## src/rtl/bist_pkg.sv

```systemverilog
// Shared definitions for the BIST response analyser: FSM encoding and MISR feedback taps.
package bist_pkg;

    typedef enum logic [1:0] {
        ST_IDLE  = 2'd0,
        ST_RUN   = 2'd1,
        ST_CHECK = 2'd2,
        ST_DONE  = 2'd3
    } state_e;

    // Low-order taps of x^(N)+x+1; at WIDTH=5 this zero-extends to 6'b000011.
    localparam logic [1:0] MISR_TAP_LO = 2'b11;

    localparam int CNT_W = 16;
    localparam int FC_W  = 8;

endpackage

```

## src/rtl/misr_reg.sv

```systemverilog
// Multiple-input signature register: shift left, fold msb through the tap mask, xor in data.
import bist_pkg::*;

module misr_reg #(
    parameter int          N    = 6,
    parameter logic [N-1:0] SEED = '0
) (
    input  logic         clk,
    input  logic         load,
    input  logic         en,
    input  logic [N-1:0] data,
    output logic [N-1:0] sig
);

    localparam logic [N-1:0] TAP = N'(MISR_TAP_LO);

    logic [N-1:0] sig_q;
    logic [N-1:0] sig_d;
    logic [N-1:0] shifted;

    always_comb begin
        shifted = {sig_q[N-2:0], 1'b0} ^ (sig_q[N-1] ? TAP : '0);
        sig_d   = sig_q;
        // Load wins so a restart or reset never mixes in a stray sample.
        if (load) begin
            sig_d = SEED;
        end else if (en) begin
            sig_d = shifted ^ data;
        end
    end

    always_ff @(posedge clk) begin
        sig_q <= sig_d;
    end

    assign sig = sig_q;

endmodule

```

## src/rtl/bist_ora_misr.sv

```systemverilog
// BIST output response analyser: compacts adder sum/cout into a MISR and checks against GOLDEN.
// Optional macro ORA_FAIL_COUNT_EN enables the saturating failed-session counter.
import bist_pkg::*;

module bist_ora_misr #(
    parameter int             WIDTH        = 5,
    parameter int             NUM_PATTERNS = 32,
    parameter logic [WIDTH:0] SEED         = '0,
    parameter logic [WIDTH:0] GOLDEN       = '0
) (
    input  logic             clk,
    input  logic             init,
    input  logic             start,
    input  logic             in_valid,
    input  logic [WIDTH-1:0] sum,
    input  logic             cout,
    output logic             busy,
    output logic             done,
    output logic             pass,
    output logic [WIDTH:0]   signature,
    output logic [FC_W-1:0]  fail_count
);

    localparam logic [CNT_W-1:0] LAST_CNT = CNT_W'(NUM_PATTERNS - 1);

    state_e           state_q, state_d;
    logic [CNT_W-1:0] cnt_q, cnt_d;
    logic             busy_q, busy_d;
    logic             done_q, done_d;
    logic             pass_q, pass_d;
    logic             misr_load;
    logic             misr_en;
    logic [WIDTH:0]   sig;

    always_comb begin
        state_d   = state_q;
        cnt_d     = cnt_q;
        pass_d    = pass_q;
        misr_load = init;
        misr_en   = 1'b0;
        case (state_q)
            ST_IDLE: begin
                if (start) begin
                    state_d   = ST_RUN;
                    cnt_d     = '0;
                    misr_load = 1'b1;
                end
            end
            ST_RUN: begin
                if (in_valid) begin
                    misr_en = 1'b1;
                    cnt_d   = cnt_q + 1'b1;
                    if (cnt_q == LAST_CNT) begin
                        state_d = ST_CHECK;
                    end
                end
            end
            ST_CHECK: begin
                pass_d  = (sig == GOLDEN);
                state_d = ST_DONE;
            end
            ST_DONE: begin
                if (start) begin
                    state_d   = ST_RUN;
                    cnt_d     = '0;
                    pass_d    = 1'b0;
                    misr_load = 1'b1;
                end
            end
            default: state_d = ST_IDLE;
        endcase
        // Status flags are registered against the next state so they line up with it.
        busy_d = (state_d == ST_RUN) || (state_d == ST_CHECK);
        done_d = (state_d == ST_DONE);
    end

    always_ff @(posedge clk) begin
        if (init) begin
            state_q <= ST_IDLE;
            cnt_q   <= '0;
            busy_q  <= 1'b0;
            done_q  <= 1'b0;
            pass_q  <= 1'b0;
        end else begin
            state_q <= state_d;
            cnt_q   <= cnt_d;
            busy_q  <= busy_d;
            done_q  <= done_d;
            pass_q  <= pass_d;
        end
    end

    misr_reg #(
        .N    (WIDTH + 1),
        .SEED (SEED)
    ) u_misr (
        .clk  (clk),
        .load (misr_load),
        .en   (misr_en),
        .data ({cout, sum}),
        .sig  (sig)
    );

`ifdef ORA_FAIL_COUNT_EN
    logic [FC_W-1:0] fc_q, fc_d;

    always_comb begin
        fc_d = fc_q;
        if ((state_q == ST_CHECK) && (sig != GOLDEN) && (fc_q != {FC_W{1'b1}})) begin
            fc_d = fc_q + 1'b1;
        end
    end

    always_ff @(posedge clk) begin
        if (init) begin
            fc_q <= '0;
        end else begin
            fc_q <= fc_d;
        end
    end

    assign fail_count = fc_q;
`else
    assign fail_count = '0;
`endif

    assign busy      = busy_q;
    assign done      = done_q;
    assign pass      = pass_q;
    assign signature = sig;

endmodule

```

## config.mk

```make
export PLATFORM = sky130hd
export DESIGN_NAME = bist_ora_misr
export DESIGN_NICKNAME = d
export VERILOG_FILES = /design/src/rtl/bist_pkg.sv /design/src/rtl/misr_reg.sv /design/src/rtl/bist_ora_misr.sv
export SDC_FILE = /design/constraint.sdc
export NUM_CORES = 1
export LEC_CHECK = 0
export BUFFER_PORTS_ARGS = -buffer_cell sky130_fd_sc_hd__buf_2
export CAP_MARGIN = 20
export CORE_MARGIN = 8
export CORE_UTILIZATION = 50
export DETAILED_ROUTE_END_ITERATION = 10
export GPL_TIMING_DRIVEN = 0
export PLACE_DENSITY_LB_ADDON = 0.2
export SKIP_CTS_REPAIR_TIMING = 1
export SYNTH_ARGS = -nofsm -noshare
export SYNTH_HDL_FRONTEND = slang
export SYNTH_HIERARCHICAL = 1
export SYNTH_SLANG_ARGS = --single-unit
```

## constraint.sdc

```tcl
create_clock -name clk -period 3.11 [get_ports clk]
set_clock_uncertainty 0.1 [all_clocks]
set_input_delay 0.622 -clock clk [delete_from_list [all_inputs] [get_ports clk]]
set_output_delay 0.622 -clock clk [all_outputs]
set_load 0.02 [all_outputs]
```

==> results of run 1 <==
[flip-flops by register name (all words and copies together), names as in the netlist]
name        flops
done            1
u_misr/sig      6
busy            1
state_q         2
cnt_q          16
pass            1
[per-stage QoR]
stage | instance area [um^2] | utilization (%) | instances | power [mW] | setup WS, ns
after global placement | 1600 | 58.0 | 216 | 0.863 | 0.654
final | 1630 | 58.9 | 220 | 1.03 | 0.629
after global routing | 1630 | 58.9 | 220 | 1.10 | 0.475
after CTS | 1630 | 58.9 | 220 | 1.04 | 0.622
after floorplan | 1470 | - | 167 | 0.778 | 0.880
after detailed placement | 1600 | 58.0 | 216 | 0.881 | 0.650
[cell type report]
class / count / area (um^2)
sequential: 27 / 541
multi-input combinational: 121 / 810
inverter: 5 / 18.8
clock buffer: 4 / 26.3
timing repair buffer: 18 / 90.1
fill: 251 / 1130
tap: 31 / 38.8
buffer: 14 / 101
[routing by layer]
metal	routed length (um)	part of all wire, %	global-route usage (%)
met1	1330	44	13.5
met2	1490	49	21.9
met5	0	0	0
met4	66	2.2	7.37
met3	145	4.8	3.15
[path summary, 6_finish.rpt]
kind,startpoint,to,slack [ns],depth (start not counted)
max,state_q[0]$_SDFF_PP0_,cnt_q[8]$_SDFFE_PP0P_,0.63,7
min,cnt_q[15]$_SDFFE_PP0P_,cnt_q[15]$_SDFFE_PP0P_,0.40,2
max reg2reg,state_q[0]$_SDFF_PP0_,cnt_q[8]$_SDFFE_PP0P_,0.63,7
min reg2reg,cnt_q[15]$_SDFFE_PP0P_,cnt_q[15]$_SDFFE_PP0P_,0.40,2
[where the power goes]
part / switching, mW / internal, mW
logic: 0.243 / 0.191
registers: 0.0475 / 0.395
clock network: 0.103 / 0.0503
total: 0.394 / 0.636
[tightest hold or removal path, cell delays in order (launching register included)]
cell	delay, ns
dfxtp_1	0.35
o31ai_1	0.07
a21oi_1	0.06
[kinds of logic (layout without fill, tap and decap cells)]
| kind of cell | after synthesis | after routing |
|---|---|---|
| XOR/XNOR | 11 | 11 |
| AND/OR/NAND/NOR | 62 | 62 |
| AO/OA/AOI/OAI | 32 | 32 |
| flip-flops | 27 | 27 |
| multiplexers | 2 | 2 |
| other | 1 | 8 |
| buffers and inverters | 19 | 41 |
| adder cells (fa/ha/maj) | 6 | 6 |
[cell usage in the layout, fill, tap and decap left out, types with 2 or more instances in the layout]
master    synthesis  layout
a21oi_1          11      11
buf_4             9       9
or3_1             6       6
clkbuf_4          0       3
mux2i_1           2       2
o21ai_0           5       5
nand4_1           3       3
buf_2             0      18
dfxtp_1          27      27
o31ai_1           5       5
nor4b_1           2       2
a211oi_1          6       6
nor4_1            2       2
xnor2_1          10      10
nand3_1           3       3
conb_1            1       8
nor2_1           17      17
inv_1             5       5
buf_6             2       2
clkbuf_1          3       4
nand2_1           7       7
or4_1             8       8
ha_1              6       6
nor2b_1           5       5
nor3_1            2       2
==> results.md, run 1 <==
* Outcome: completed
* Synth Area in XOR/XNOR at approximately 7.7%
* Synth Area in Compound Gates at between 10% and 20%
* Largest net degree at the start of global routing at 15
* Bufs on Longest Clock Path at 2
* Post-synthesis mux area share at under 10%
* Final critical-path share of the clock period at 79.8%
* Synth warn at 6
* Register bit total from synthesis at 27
* CP Class: reg2reg
* Routed length per instance at approximately 14 um
* Setup TNS at 0 ns
* Final hold slack at slightly above 0.4 ns
* Cell with the most instances after synthesis: dfxtp_1
* Crit path max-delay family: simple AND/OR/NAND/NOR gates
* Area of the die at roughly 4900 um^2
* Dominant cell type by area after synthesis: dfxtp_1
* Crit path cell chain: inv_1, ha_1, nor2b_1, or4_1, clkbuf_1, or3_1, a21oi_1
* Lkg Pwr at approximately 0.64 nW
* Largest family of logic cells by synthesized area: simple AND/OR/NAND/NOR gates
* Final setup vio count at 0
* Inserted Clock Buffers at 3
* Hpwl dp at 2.29 mm
* Clock-pin slew on the worst setup and hold paths at about 0.14 ns
* Buf+Inv Stages, Crit Path at 2
* Clock tree sinks at 27
* Syn avg cell area at 9.02 um^2
* HP Class: reg2reg
* Vias in the first global route at between 1000 and 1500
* Maximum vdd drop at 621 uV
* Nets at 206
* Crit path time final at ~2.5 ns
* Initial antenna violation count at 0
* Worst setup SP type: flop
* Crit path required time at 3.27 ns
* Cell variety after synth at 36
* Synth Area in Simple Gates at ~25%
* Global Route Usage Sum at 12.6%
* Unrepaired setup endpoints after global routing: no
* Synth top area share at 37.4%
* 1st-iter DRT viols at 47
* Initial DRT Pass Iterations at 4
* First-pass GRT wire length at approximately 5.3 mm
* Io pins at 27
* Post-synthesis sequential area ratio at between 30% and 40%
* Cells after Synth at between 150 and 200
* Post-synthesis adder-cell area fraction at under 10%
* Initial Util at 52.4%
* TritonCTS clock tree: built
* Cell Area, Synth at 1440 um^2
* CP arrival at about 2.6 ns
* Remaining Overflow, GRT at 0
* Worst skew pair latency at approximately 0.33 ns
* Row count at 19
* F_max at between 400 and 500 MHz
* Crit. End Element: flop
* Post-route ant nets at 0
* Final wirelength at about 3.0 mm
* Final hold viol count at 0
* Die X-Extent at ~70 um
* GP Congestion at roughly 0.8
* MaxCap Viol Count at 0
* Max-slew violations at 0
* Count of input and output buffers at 18
* Synth-to-layout area growth at 12.6%
* P per Cell Area at ~630 nW/um^2
* Post-DR vias/cell at 5.62
* N_diodes at 0
* CP max FO at 10
* CTS H-tree depth at 1
* Slowest cell on the critical path: or4_1
* CTS root buf: clkbuf_4
* Core region area at between 2000 and 3000 um^2
* Share of cells above drive strength 1 at between 10% and 20%
* Asr flop ratio synth at 0%
* DR DRC count at 0
* Max stage delay on crit path at 0.52 ns
* Post-synth top cells: dfxtp_1, nor2_1, a21oi_1, xnor2_1, buf_4
* Ys flop type: dfxtp_1
* Vias at 1236
* EDFF count, synth at 0
* Synth area leaders: dfxtp_1, xnor2_1, ha_1
* Die Y-Extent at 69.7 um
Note: power is estimated with default switching activity, not from simulation.
==> run 2: changes to the inputs <==
--- a/config.mk
+++ b/config.mk
@@ -5,6 +5,7 @@
 export SDC_FILE = /design/constraint.sdc
 export NUM_CORES = 1
 export LEC_CHECK = 0
+export ABC_AREA = 1
 export BUFFER_PORTS_ARGS = -buffer_cell sky130_fd_sc_hd__buf_2
 export CAP_MARGIN = 20
 export CORE_MARGIN = 8
==> constraint.sdc (replaced) <==
create_clock -name clk -period 2.2 [get_ports clk]
set_clock_uncertainty 0.1 [all_clocks]
set_input_delay 0.44 -clock clk [delete_from_list [all_inputs] [get_ports clk]]
set_output_delay 0.44 -clock clk [all_outputs]
set_load 0.02 [all_outputs]
==> run 2 against run 1 <==
Global-route usage is 0.87 points higher. Die area rose by 12%. Utilization is 1.8 points lower. Routed wire length grew 7.8%. Register-to-register slack worse by 0.34 ns. Synthesized area up 16%.
==> results.md, run 2 <==
* Register bit total from synthesis at 27
* Top reg by flops: cnt_q
* Worst slew pin tran at roughly 0.50 ns
* Count of input and output buffers at 18
* Syn avg cell area at about 6.5 um^2
* Most common cell after layout, fill and taps aside: nand2_1
* TritonCTS clock tree: built
* Clock-pin slew on the worst setup and hold paths at 0.14 ns
* Synth area leaders: dfxtp_1, nand2_1, inv_1
* CP max FO at 5
* Post-DR vias/cell at 4.51
* Synth warn at 6
* Final hold viol count at 0
* Most frequent cells in the layout: nand2_1, inv_1, nor2_1, dfxtp_1, buf_2
* Final critical-path share of the clock period at approximately 87%
* Io pins at 27
* Ys flop type: dfxtp_1
* F_max at approximately 520 MHz
* Post-synthesis sequential area ratio at around 32%
* Placed Cells at approximately 330
* Clock tree sinks at 27
* Min-delay src: init
* Area of the die at approximately 5500 um^2
* Final setup vio count at 0
* Lkg Pwr at 0.949 nW
* Maximum vdd drop at ~800 uV
* GP Congestion at 0.877
* Vias at 1503
* Bufs on Longest Clock Path at 2
* Dominant cell type by area after synthesis: dfxtp_1
* Synth top area share at approximately 32%
* CTS root buf: clkbuf_4
* Initial DRT Pass Iterations at 4
* Crit. End Element: flop
* Final hold slack at 0.246 ns
* First-pass GRT wire length at ~6.0 mm
* Cell variety after synth at 25
* Die Y-Extent at roughly 74 um
* N_diodes at 0
* HP Class: in2reg
* Routed length per instance at around 10 um
* Hpwl dp at between 2 and 3 mm
* Global Route Usage Sum at a little over an eighth
* Worst skew pair latency at 0.32 ns
* Fin cells at between 300 and 400
* Post-route ant nets at 0
* Vias in the first global route at roughly 1400
* Relative slew slack at about two thirds
* Worst setup SP type: flop
* Unrepaired setup endpoints after global routing: no
* Inserted Clock Buffers at 3
* Nets at around 300
* Post-synth top cells: nand2_1, inv_1, nor2_1, dfxtp_1, nand3_1
* MaxCap Viol Count at 0
* CTS H-tree depth at 1
* Initial Util at just over 50%
* Largest net degree at the start of global routing at 15
* Cells after Synth at ~260
* Core region area at about 3300 um^2
* Initial antenna violation count at 0
* P per Cell Area at between 800 and 900 nW/um^2
* Worst R2R Start: state_q[0]$_SDFF_PP0_
* Max-slew violations at 0
* Crit path from: state_q[0]$_SDFF_PP0_
* Final wirelength at 3.27 mm
* Cell Area, Synth at 1680 um^2
* Largest register FFs at 16
* Asr flop ratio synth at 0%
* Synth-to-layout area growth at 11.9%
* Setup TNS at 0 ns
* Crit path required time at ~2.3 ns
* Cell with the most instances after synthesis: nand2_1
* Die X-Extent at between 70 and 80 um
* Share of cells above drive strength 1 at ~16%
* CP arrival at around 2.1 ns
* CP Class: reg2reg
* Outcome: completed
* DR DRC count at 0
* EDFF count, synth at 0
* Row count at 21
* Crit path time final at roughly 1.9 ns
* Remaining Overflow, GRT at 0
* 1st-iter DRT viols at between 100 and 150
* Worst reg2reg setup slack at 0.29 ns
-- run 2: cell count changes after synthesis, sizes merged, moves of 5 or more --
cell,previous run,this run
nor3,2,9
nor2,17,51
nand3,3,13
o21ai,5,10
nor2b,5,0
or3,6,0
a211oi,6,0
nand4,3,8
o31ai,5,0
inv,5,51
xnor2,10,0
xor2,0,5
or4,8,0
nand2,7,57
-- run 2: kinds of logic (layout without fill, tap and decap cells) --
| logic type | Yosys count | count (layout) | synth area share [%] |
|---|---|---|---|
| AND/OR/NAND/NOR | 139 | 139 | 38.0 |
| buffers and inverters | 59 | 81 | 15.1 |
| flip-flops | 27 | 27 | 32.2 |
| AO/OA/AOI/OAI | 21 | 21 | 7.31 |
| adder cells (fa/ha/maj) | 6 | 6 | 4.48 |
| XOR/XNOR | 5 | 5 | 2.61 |
| other | 1 | 8 | 0.224 |
-- run 2: worst paths after layout --
path | endpoint | cells past startpoint
setup reg to reg | busy$_SDFF_PP0_ | 9
hold reg to reg | pass$_SDFFE_PP0P_ | 2
setup / recovery | busy$_SDFF_PP0_ | 9
hold / removal | busy$_SDFF_PP0_ | 2
-- run 2: final cells by class --
class                      instances  area [um^2]
multi-input combinational        179          908
inverter                          51          194
timing repair buffer              18         90.1
buffer                             8         60.1
tap                               46         57.6
sequential                        27          541
fill                             333         1410
clock buffer                       4         26.3
-- run 2: per-stage QoR --
step	power, mW	area, um^2	util, %	setup WS [ns]
6_report	1.61	1880	57.1	0.285
5_1_grt	1.78	1880	57.1	0.0389
4_1_cts	1.63	1880	57.1	0.170
3_5_place_dp	1.42	1850	56.3	0.183
3_3_place_gp	1.41	1850	56.3	0.220
2_1_floorplan	1.24	1700	-	0.473
-- run 2: routing by layer --
| layer | global-route usage [%] | vias to the layer above | share of wire [%] |
|---|---|---|---|
| met5 | 0 | - | 0 |
| met1 | 17.1 | 644 | 48 |
| met2 | 22.1 | 19 | 46 |
| li1 | - | 838 | - |
| met3 | 3.00 | 2 | 5.2 |
| met4 | 4.21 | 0 | 0.55 |
-- run 2: worst max-delay path: stages (launching register included) --
cell     delay, ns
dfxtp_1       0.43
inv_1         0.08
ha_1          0.32
inv_1         0.16
a21oi_1       0.05
o21ai_0       0.24
nand2_1       0.10
ha_1          0.27
inv_1         0.05
nor2_1        0.03
-- run 2: power by group --
group          total [mW]  leakage [nW]  switching (mW)  internal, mW
Sequential          0.613         0.219          0.0572         0.556
Clock               0.216        0.0150           0.145        0.0710
Combinational       0.782         0.715           0.525         0.257
